--- src/rtl/pipe_pkg.sv ---
// rtl/pipe_pkg.sv - shared pipeline constants: XLEN default, control-flag indices, rs/rt field positions
package pipe_pkg;

    localparam int XLEN_DEFAULT = 32;
    localparam int FLAG_COUNT   = 4;

    typedef enum int {
        FLAG_BRANCH = 0,
        FLAG_JUMP   = 1,
        FLAG_BEQ    = 2,
        FLAG_BNE    = 3
    } flag_idx_e;

    localparam int RS_MSB = 25;
    localparam int RS_LSB = 21;
    localparam int RT_MSB = 20;
    localparam int RT_LSB = 16;

endpackage

--- src/rtl/if_id_queue.sv ---
// rtl/if_id_queue.sv - IF/ID decoupling queue; optional same-cycle bypass via IF_ID_QUEUE_BYPASS_EN
module if_id_queue
    import pipe_pkg::*;
#(
    parameter int XLEN  = XLEN_DEFAULT,
    parameter int DEPTH = 4,
    parameter int FLAGW = FLAG_COUNT
) (
    input  logic                     clk,
    input  logic                     reset,
    input  logic                     flush,
    input  logic                     in_valid,
    output logic                     in_ready,
    input  logic [XLEN-1:0]          in_pc,
    input  logic [XLEN-1:0]          in_inst,
    input  logic [FLAGW-1:0]         in_flags,
    output logic                     out_valid,
    input  logic                     out_ready,
    output logic [XLEN-1:0]          out_pc,
    output logic [XLEN-1:0]          out_inst,
    output logic [FLAGW-1:0]         out_flags,
    output logic [4:0]               out_rs,
    output logic [4:0]               out_rt,
    output logic [$clog2(DEPTH):0]   count
);

    localparam int AW = $clog2(DEPTH);
    localparam int CW = AW + 1;
    localparam logic [CW-1:0] DEPTH_C = CW'(DEPTH);

    logic [XLEN-1:0]  mem_pc    [DEPTH];
    logic [XLEN-1:0]  mem_inst  [DEPTH];
    logic [FLAGW-1:0] mem_flags [DEPTH];

    logic [AW-1:0] rd_ptr;
    logic [AW-1:0] wr_ptr;
    logic [CW-1:0] count_q;

    logic empty;
    logic bypass;
    logic push;
    logic pop;
    logic wr_en;
    logic rd_en;

    assign empty    = (count_q == '0);
    assign count    = count_q;
    assign in_ready = !reset || (count_q < DEPTH_C);

`ifdef IF_ID_QUEUE_BYPASS_EN
    assign bypass = empty && in_valid;
`else
    assign bypass = 1'b0;
`endif

    // Gating with reset keeps decode from seeing a handshake while the queue is being cleared.
    assign out_valid = reset && !flush && (!empty || bypass);

    assign push  = in_valid && in_ready;
    assign pop   = out_valid && out_ready;
    assign wr_en = push && !(bypass && out_ready);
    assign rd_en = pop && !empty;

    always_comb begin
        out_pc    = '0;
        out_inst  = '0;
        out_flags = '0;
        if (out_valid) begin
`ifdef IF_ID_QUEUE_BYPASS_EN
            if (bypass) begin
                out_pc    = in_pc;
                out_inst  = in_inst;
                out_flags = in_flags;
            end else begin
                out_pc    = mem_pc[rd_ptr];
                out_inst  = mem_inst[rd_ptr];
                out_flags = mem_flags[rd_ptr];
            end
`else
            out_pc    = mem_pc[rd_ptr];
            out_inst  = mem_inst[rd_ptr];
            out_flags = mem_flags[rd_ptr];
`endif
        end
    end

    assign out_rs = out_inst[RS_MSB:RS_LSB];
    assign out_rt = out_inst[RT_MSB:RT_LSB];

    always_ff @(posedge clk) begin
        if (!reset) begin
            rd_ptr  <= '0;
            wr_ptr  <= '0;
            count_q <= '0;
        end else if (flush) begin
            rd_ptr  <= '0;
            wr_ptr  <= '0;
            count_q <= '0;
        end else begin
            if (wr_en) begin
                wr_ptr <= wr_ptr + AW'(1);
            end
            if (rd_en) begin
                rd_ptr <= rd_ptr + AW'(1);
            end
            case ({wr_en, rd_en})
                2'b10:   count_q <= count_q + CW'(1);
                2'b01:   count_q <= count_q - CW'(1);
                default: count_q <= count_q;
            endcase
        end
    end

    // Storage needs no reset: contents are only visible through out_valid.
    always_ff @(posedge clk) begin
        if (reset && !flush && wr_en) begin
            mem_pc[wr_ptr]    <= in_pc;
            mem_inst[wr_ptr]  <= in_inst;
            mem_flags[wr_ptr] <= in_flags;
        end
    end

endmodule

--- config.mk ---
export PLATFORM = sky130hd
export DESIGN_NAME = if_id_queue
export DESIGN_NICKNAME = d
export VERILOG_FILES = /design/src/rtl/pipe_pkg.sv /design/src/rtl/if_id_queue.sv
export SDC_FILE = /design/constraint.sdc
export NUM_CORES = 1
export LEC_CHECK = 0
export CORE_MARGIN = 5
export CORE_UTILIZATION = 55
export CTS_CLUSTER_SIZE = 20
export DETAILED_ROUTE_END_ITERATION = 7
export PLACE_DENSITY_LB_ADDON = 0.05
export SYNTH_ARGS = -nofsm -noshare
export SYNTH_HDL_FRONTEND = slang
export SYNTH_SLANG_ARGS = --single-unit
--- constraint.sdc ---
create_clock -name clk -period 7.9 [get_ports clk]
set_input_delay 0.79 -clock clk [delete_from_list [all_inputs] [get_ports clk]]
set_output_delay 0.79 -clock clk [all_outputs]
set_load 0.005 [all_outputs]
Word-level counts from Yosys, hierarchy flattened --
Memories as Yosys holds them, arrays and structs flattened. A register that Yosys moved wholly into a read port is not among the register bits. Index checks and enable logic that the tools add are counted.
Cells by class: $add $sub $neg 4, bitwise gates (word level) 1, equal/unequal tests 2, muxes and demuxes 12, reduce and logical (&&, ||, !) cells 13, shift operators 0, divide/modulo/power cells 0, $mul 0, $lt $le $gt $ge 1
Operators by type and width (count):
- $mux W32 | 2
- $mux W2 | 6
- $logic_and A1 B1 Y1 | 6
- $pmux W3 S2 | 1
- $add A2 B1 Y2 const B | 2
- $mux W4 | 1
- $add A3 B1 Y3 const B | 1
- $logic_not A1 Y1 | 3
- $logic_not A3 Y1 | 1
- $lt A3 B3 Y1 const B | 1
- $sub A3 B1 Y3 const B | 1
- $eq A2 B1 Y1 const B | 1
- $eq A2 B2 Y1 const B | 1
- $mux W1 | 2
- $reduce_bool A2 Y1 | 1
- $reduce_or A2 Y1 | 1
- $logic_or A1 B1 Y1 | 1
- $not A1 Y1 | 1
Word-level totals: register bits after elaboration 7, RAM bits 272, bits in latches 0, word-level logic and storage cells 39, memory bits (read-only) 0, memories 3
Memories:
- mem_inst | words 4, width 32, rd ports 1, clocked after Yosys merged registers in 1, wr ports 1, line if_id_queue.sv:32 | logic [XLEN-1:0] mem_inst [DEPTH];
- mem_pc | words 4, width 32, rd ports 1, clocked after Yosys merged registers in 1, wr ports 1, line if_id_queue.sv:31 | logic [XLEN-1:0] mem_pc [DEPTH];
- mem_flags | words 4, width 4, rd ports 1, clocked after Yosys merged registers in 1, wr ports 1, line if_id_queue.sv:33 | logic [FLAGW-1:0] mem_flags [DEPTH];

Logic depth before layout (Yosys ltp) --
Gate-level depths: netlist (run 1).
depth in word-level cells 7, gate-level depth with buffers 10

Worst setup path before layout (run 1) --
OpenSTA, ideal clock, no wires.
kind input to register, start point in in_valid, end point mem mem_flags[0][0] (netlist name) (enable), slack 4.680 ns, cell stages on the path 2, arrival time 2.786 ns, required time 7.466 ns, path buffers 0, path through nor2b_1 > and3_1
On the way: word-level cells in the longest chain between the ends 4
RTL lines:
- start, declared | line if_id_queue.sv:12 | input logic in_valid,
- $logic_and A1 B1 Y1 | line if_id_queue.sv:59 | assign push = in_valid && in_ready;
- $logic_and A1 B1 Y1 | line if_id_queue.sv:116 | if (reset && !flush && wr_en) begin
- $mux W1 | line if_id_queue.sv:116
- $mux W1 (implied by the code) | line if_id_queue.sv:119 | mem_flags[wr_ptr] <= in_flags;
- end, declared | line if_id_queue.sv:33
Every way passes these cells.

==> reports/qor.yml, run 1 <==
status: "finished clean"
ir_drop_v: 0.0001909
grt_antenna_before_repair: 1
seq_area_mm2: 0.008356
final_area_mm2: 0.01339
hpwl_um: 10860
crit_family: "buffers and inverters"
drtIter0Drc: 283
final_util_pct: 68.81
dieArea_mm2: 0.02268
grt_max_degree: 73
yosys.area.top_type: "edfxtp_1"
critical_path_peak_fanout: 35
clk_path_buf_depth: 3
cts_hold_buf: 0
synth.top_cells.by_area: "edfxtp_1, mux4_2, nor2b_1, dfxtp_1, and2b_1"
core-area_mm2: 0.01946
num-fill-cells: 1281
netlist_instances: 492
yosysTopAreaCellShare_pct: 75.13
cts_buffers: 28
report.final.slew_viol_count: 0
ys_ff_latch: 281
drive_above_1_share_pct: 17.17
drc_errors: 0
clock-sinks: 281
fmax_mhz: 243.8
hold_viol_final: 0
vias: 5062
worstPathArrival_ps: 3310
clk_pin_slew_ps: 60
diodes: 0
initial_core_util_pct: 55.86
grt_pass1_wl_um: 30580
root_buffer: "clkbuf_16"
power.density_mw_per_mm2: 221.9
final_common_cell: "edfxtp_1"
grt_pass1_vias: 5629
worst_pin_slew_ps: 1100
nets: 723
slowest_stage: "dfxtp_4"
num_rows: 51
cts_max_level: 1
ant_nets: 0
numPortBuffers: 155
grt_overflow: 0
cts_setup_buffers: 0
hold_ws_ps: 501.1
cts_tree: "done"
endpoint_kind: "output pin"
crit_buf_inv: 2
place_area_mm2: 0.01255
layout_common_cells: "edfxtp_1, clkdlybuf4s50_1, mux4_2"
synth_area_mm2: 0.01087
yosys_warnings: 0
synth.distinct_cells: 28
dpl.cell_count: 879
clk_latency_ps: 530
finalWirelength_um: 19850
first_pass_iters: 4
cp_slowest_stage_delay_ps: 800
ioPinCount: 156
fin_tns_setup_ps: 0
die_w_um: 150.6
area_delta_synth_final_pct: 23.18
gp_congestion: 0.7283
cp.required_ps: 7110
worstPathCellList: "buf_4, mux4_2, nor2b_1, clkdlybuf4s50_1"
multi_input_area_mm2: 0.002292
p_leak_uw: 0.004221
synth.avg_cell_area_um2: 22.10
viasPerCell: 5.449
wl_per_cell_um: 21.36
stdcell_count: 929
period_share_pct: 51.93
critPathKind: "flop to output pin"
slew_headroom_pct: 26.68
rsz0062_at_grt: "false"
fin_skew_ps: 12.19
ys_seq_area_share_pct: 76.79
maxCapViolCount: 0
start_kind: "flop"
setup_viol: 0
post-route-min-period_ps: 4102
fp.dieH_um: 150.6
hold_class: "flop to flop"
track_usage_pct: 17.84
syn_nets: 571
ctsResizeCount: 0
flip-flops by register name, summed over array words and instances (netlist names), named ones only:
signal	cells
wr_ptr	2
count	3
mem_pc	128
mem_flags	16
mem_inst	128
rd_ptr	2
synthesized netlist by cell type:
library cell	n
buf_6	1
o21ai_0	2
inv_1	4
ha_1	5
and2b_1	21
or3_1	2
nand2_1	3
and3_1	4
nand2b_1	2
mux2i_1	2
clkbuf_2	1
a21oi_1	2
xor2_1	1
buf_12	3
nor2b_4	1
nor2_1	5
dfxtp_1	9
buf_2	5
edfxtp_1	272
nor2b_1	48
o211ai_1	1
nor3_2	1
clkbuf_1	10
xnor2_1	2
mux4_2	68
o31ai_1	2
fa_1	1
buf_4	14
final timing paths:
| kind | cells after the start | startpoint | slack, ps | endpoint |
|---|---|---|---|---|
| worst max-delay path | 4 | flop | 3800 | out_pc[3] |
| worst min-delay path | 2 | rd_ptr[1] | 500 | flop |
| worst max register to register | 8 | count[0] | 4970 | count[2] |
| worst min register to register | 2 | rd_ptr[1] | 500 | flop |
routing by layer:
metal	up-vias	part of all wire, %	GRT usage [%]
met3	28	6.3	3.853
li1	2287	-	-
met1	2596	40	23.47
met5	-	0.066	0
met4	2	1.6	4.941
met2	149	52	30.50
area by class of cell:
| type | instances | area share, % |
|---|---|---|
| clock buffer | 35 | 5.587 |
| tap | 265 | 2.476 |
| multi-input combinational | 173 | 17.12 |
| clock inverter | 15 | 0.6727 |
| sequential | 281 | 62.39 |
| inverter | 4 | 0.1121 |
| timing repair buffer | 156 | 11.64 |
per-stage QoR:
stage               worst slack [ps]  power (uW)
global route                    3480        3084
global placement                4044        1795
detailed placement              4036        1801
finish                          3798        2971
floorplan                       4680        1731
CTS                             3636        3007
cells by family after synthesis:
group	after synthesis	share of synthesized area (%)
muxes	70	14.27
DFF	281	76.79
adders and majority gates	6	0.7596
xor gates and xnor gates	3	0.2417
AOI/OAI and AO/OA	7	0.3913
buffers and inverters	38	2.382
and+or+nand+nor	87	5.167
where the power goes:
part / internal (uW) / switching (uW) / leakage (uW)
clock network: 697 / 506 / 0.000415
logic: 66.4 / 45.2 / 0.00127
registers: 1650 / 6.40 / 0.00253
total: 2410 / 558 / 0.00422
worst reg2reg max path: stages, from the launching register on:
cell	delay, ps
dfxtp_1	370
nor3_2	300
nand2b_4	780
nor2_1	100
ha_1	270
fa_1	410
xnor2_1	160
or3_1	320
a21oi_1	150
No activity file was read; power rests on OpenSTA's default activity.
==> run 2: changes to the inputs <==
--- a/config.mk
+++ b/config.mk
@@ -6,7 +6,7 @@
 export NUM_CORES = 1
 export LEC_CHECK = 0
 export CORE_MARGIN = 5
-export CORE_UTILIZATION = 55
+export CORE_UTILIZATION = 54
 export CTS_CLUSTER_SIZE = 20
 export DETAILED_ROUTE_END_ITERATION = 7
 export PLACE_DENSITY_LB_ADDON = 0.05
==> constraint.sdc (replaced) <==
create_clock -name clk -period 3.8 [get_ports clk]
set_input_delay 0.38 -clock clk [delete_from_list [all_inputs] [get_ports clk]]
set_output_delay 0.38 -clock clk [all_outputs]
set_load 0.005 [all_outputs]
==> run 2 against run 1 <==
Sequential power increased by 110%. Register-to-register slack got worse by 3800 ps. Setup slack worse by 3200 ps. Clock skew decreased by 1.8 ps. Die area increased by 1.7%. Sequential share of layout area decreased by 1.1 points. Clock power grew 130%. Utilization is 0.81 points lower. Count of clock-buffer cells in the layout up 1. Via count is 0.57% higher. Routed wire length down 0.77%. Largest power group unchanged. Total power is 120% higher.
==> reports/qor.yml, run 2 (synthesis results as in run 1) <==
status: "finished clean"
cts_buffers: 29
cp_slowest_stage_delay_ps: 550
hold_class: "input pin to flop"
r2r-start: "count[0]"
clk_path_buf_depth: 3
cts_setup_buffers: 0
setup_viol: 0
rsz0062_at_grt: "false"
fp.dieH_um: 151.9
cts_tree: "done"
period_share_pct: 84.76
post-route-min-period_ps: 3221
gp_congestion: 0.7116
power.density_mw_per_mm2: 471.2
initial_core_util_pct: 54.25
start_kind: "flop"
ioPinCount: 156
worstPathCellList: "nor3_2, nand2b_4, buf_4, and2b_1, clkdlybuf4s50_1"
grt_max_degree: 46
hold_end: "mem_inst[2][16]"
track_usage_pct: 16.96
largestRegisters: "mem_inst (128), mem_pc (128), mem_flags (16)"
grt_overflow: 0
fin_tns_setup_ps: 0
hold_ws_ps: 488.1
fin_skew_ps: 10.41
die_w_um: 151.9
ctsResizeCount: 0
viasPerCell: 5.393
drive_above_1_share_pct: 18.72
whs_path_depth: 1
grt_pass1_wl_um: 30970
drc_errors: 0
hp-start: "in_inst[16]"
r2r_slack_ps: 1150
report.final.slew_viol_count: 0
root_buffer: "clkbuf_16"
hold_viol_final: 0
critPathKind: "flop to output pin"
cts_hold_buf: 0
num_rows: 52
final_common_cell: "edfxtp_1"
area_delta_synth_final_pct: 25.33
grt_antenna_before_repair: 1
endpoint_kind: "output pin"
grt_pass1_vias: 5531
numPortBuffers: 155
nets: 732
first_pass_iters: 4
ir_drop_v: 0.0003662
cp.required_ps: 3420
slew_headroom_pct: 58.31
reg2regPathDepth: 8
hpwl_um: 11920
cts_max_level: 1
finalWirelength_um: 19690
clock-sinks: 281
dieArea_mm2: 0.02307
maxCapViolCount: 0
wl_per_cell_um: 20.86
worst_pin_slew_ps: 625.3
clk_latency_ps: 520
ant_nets: 0
core-area_mm2: 0.02004
worstReg2RegEnd: "count[2]"
p_leak_uw: 0.004317
fmax_mhz: 310.5
layout_common_cells: "edfxtp_1, clkdlybuf4s50_1, mux4_2"
drtIter0Drc: 338
critical_path_peak_fanout: 45
vias: 5091
worstPathArrival_ps: 2840
slowest_stage: "nand2b_4"
clk_pin_slew_ps: 60
-- run 2: cell types whose count changed in the layout (fill, tap and decap cells not counted), sizes merged --
cell	delta
buf	+8
bufinv	+3
clkbuf	+1
clkinv	-4
clkinvlp	+1
diode	+1
-- run 2: routing by layer --
metal / part of all wire (%) / vias up / track usage, %
met2: 51 / 136 / 28.39
met1: 42 / 2632 / 23.10
met5: 0 / - / 0
met3: 5.1 / 25 / 3.953
li1: - / 2298 / -
met4: 1.8 / 0 / 3.853
-- run 2: worst max path at each step --
stage                 endpoint  slack, ps     start  depth (start not counted)
4_1_cts             out_pc[27]        480      flop                          4
2_1_floorplan  mem_flags[0][0]        990  in_valid                          2
3_5_place_dp        out_pc[22]        700     flush                          6
6_report             out_pc[2]        580  count[0]                          5
5_1_grt             out_pc[10]        330  count[0]                          5
3_3_place_gp         out_pc[2]        740     flush                          6
-- run 2: per-stage QoR --
stage	utilization [%]	setup WS (ps)	std cells	area, um2	power, uW
6_report	67.99	579.2	944	13630	6420
5_1_grt	67.99	333.5	944	13630	6634
4_1_cts	67.98	479.4	943	13620	6484
3_5_place_dp	63.35	704.1	892	12690	3748
3_3_place_gp	63.35	739.2	892	12690	3739
2_1_floorplan	-	989.8	492	10870	3599
-- run 2: where the power goes --
| part | switching [uW] | leakage (uW) | internal [uW] |
|---|---|---|---|
| Sequential | 12.6 | 0.00253 | 3430 |
| Clock | 1070 | 0.000452 | 1670 |
| Combinational | 95.8 | 0.00133 | 142 |
-- run 2: cell type report --
class / count / area, um2
multi-input cells: 173 / 2292
diodes: 1 / 2.502
clock buffers: 36 / 752.0
well taps: 270 / 337.8
clock inverters: 15 / 176.4
inverters: 4 / 15.01
flip-flops and latches: 281 / 8356
repair buffers: 164 / 1694
fillers: 1359 / 6414
-- run 2: critical path: cells and delay by family (launching register included) --
family	cells	cell delay, ps
buffers and inverters	2	830
and+or+nand+nor	3	1070
DFF	1	360
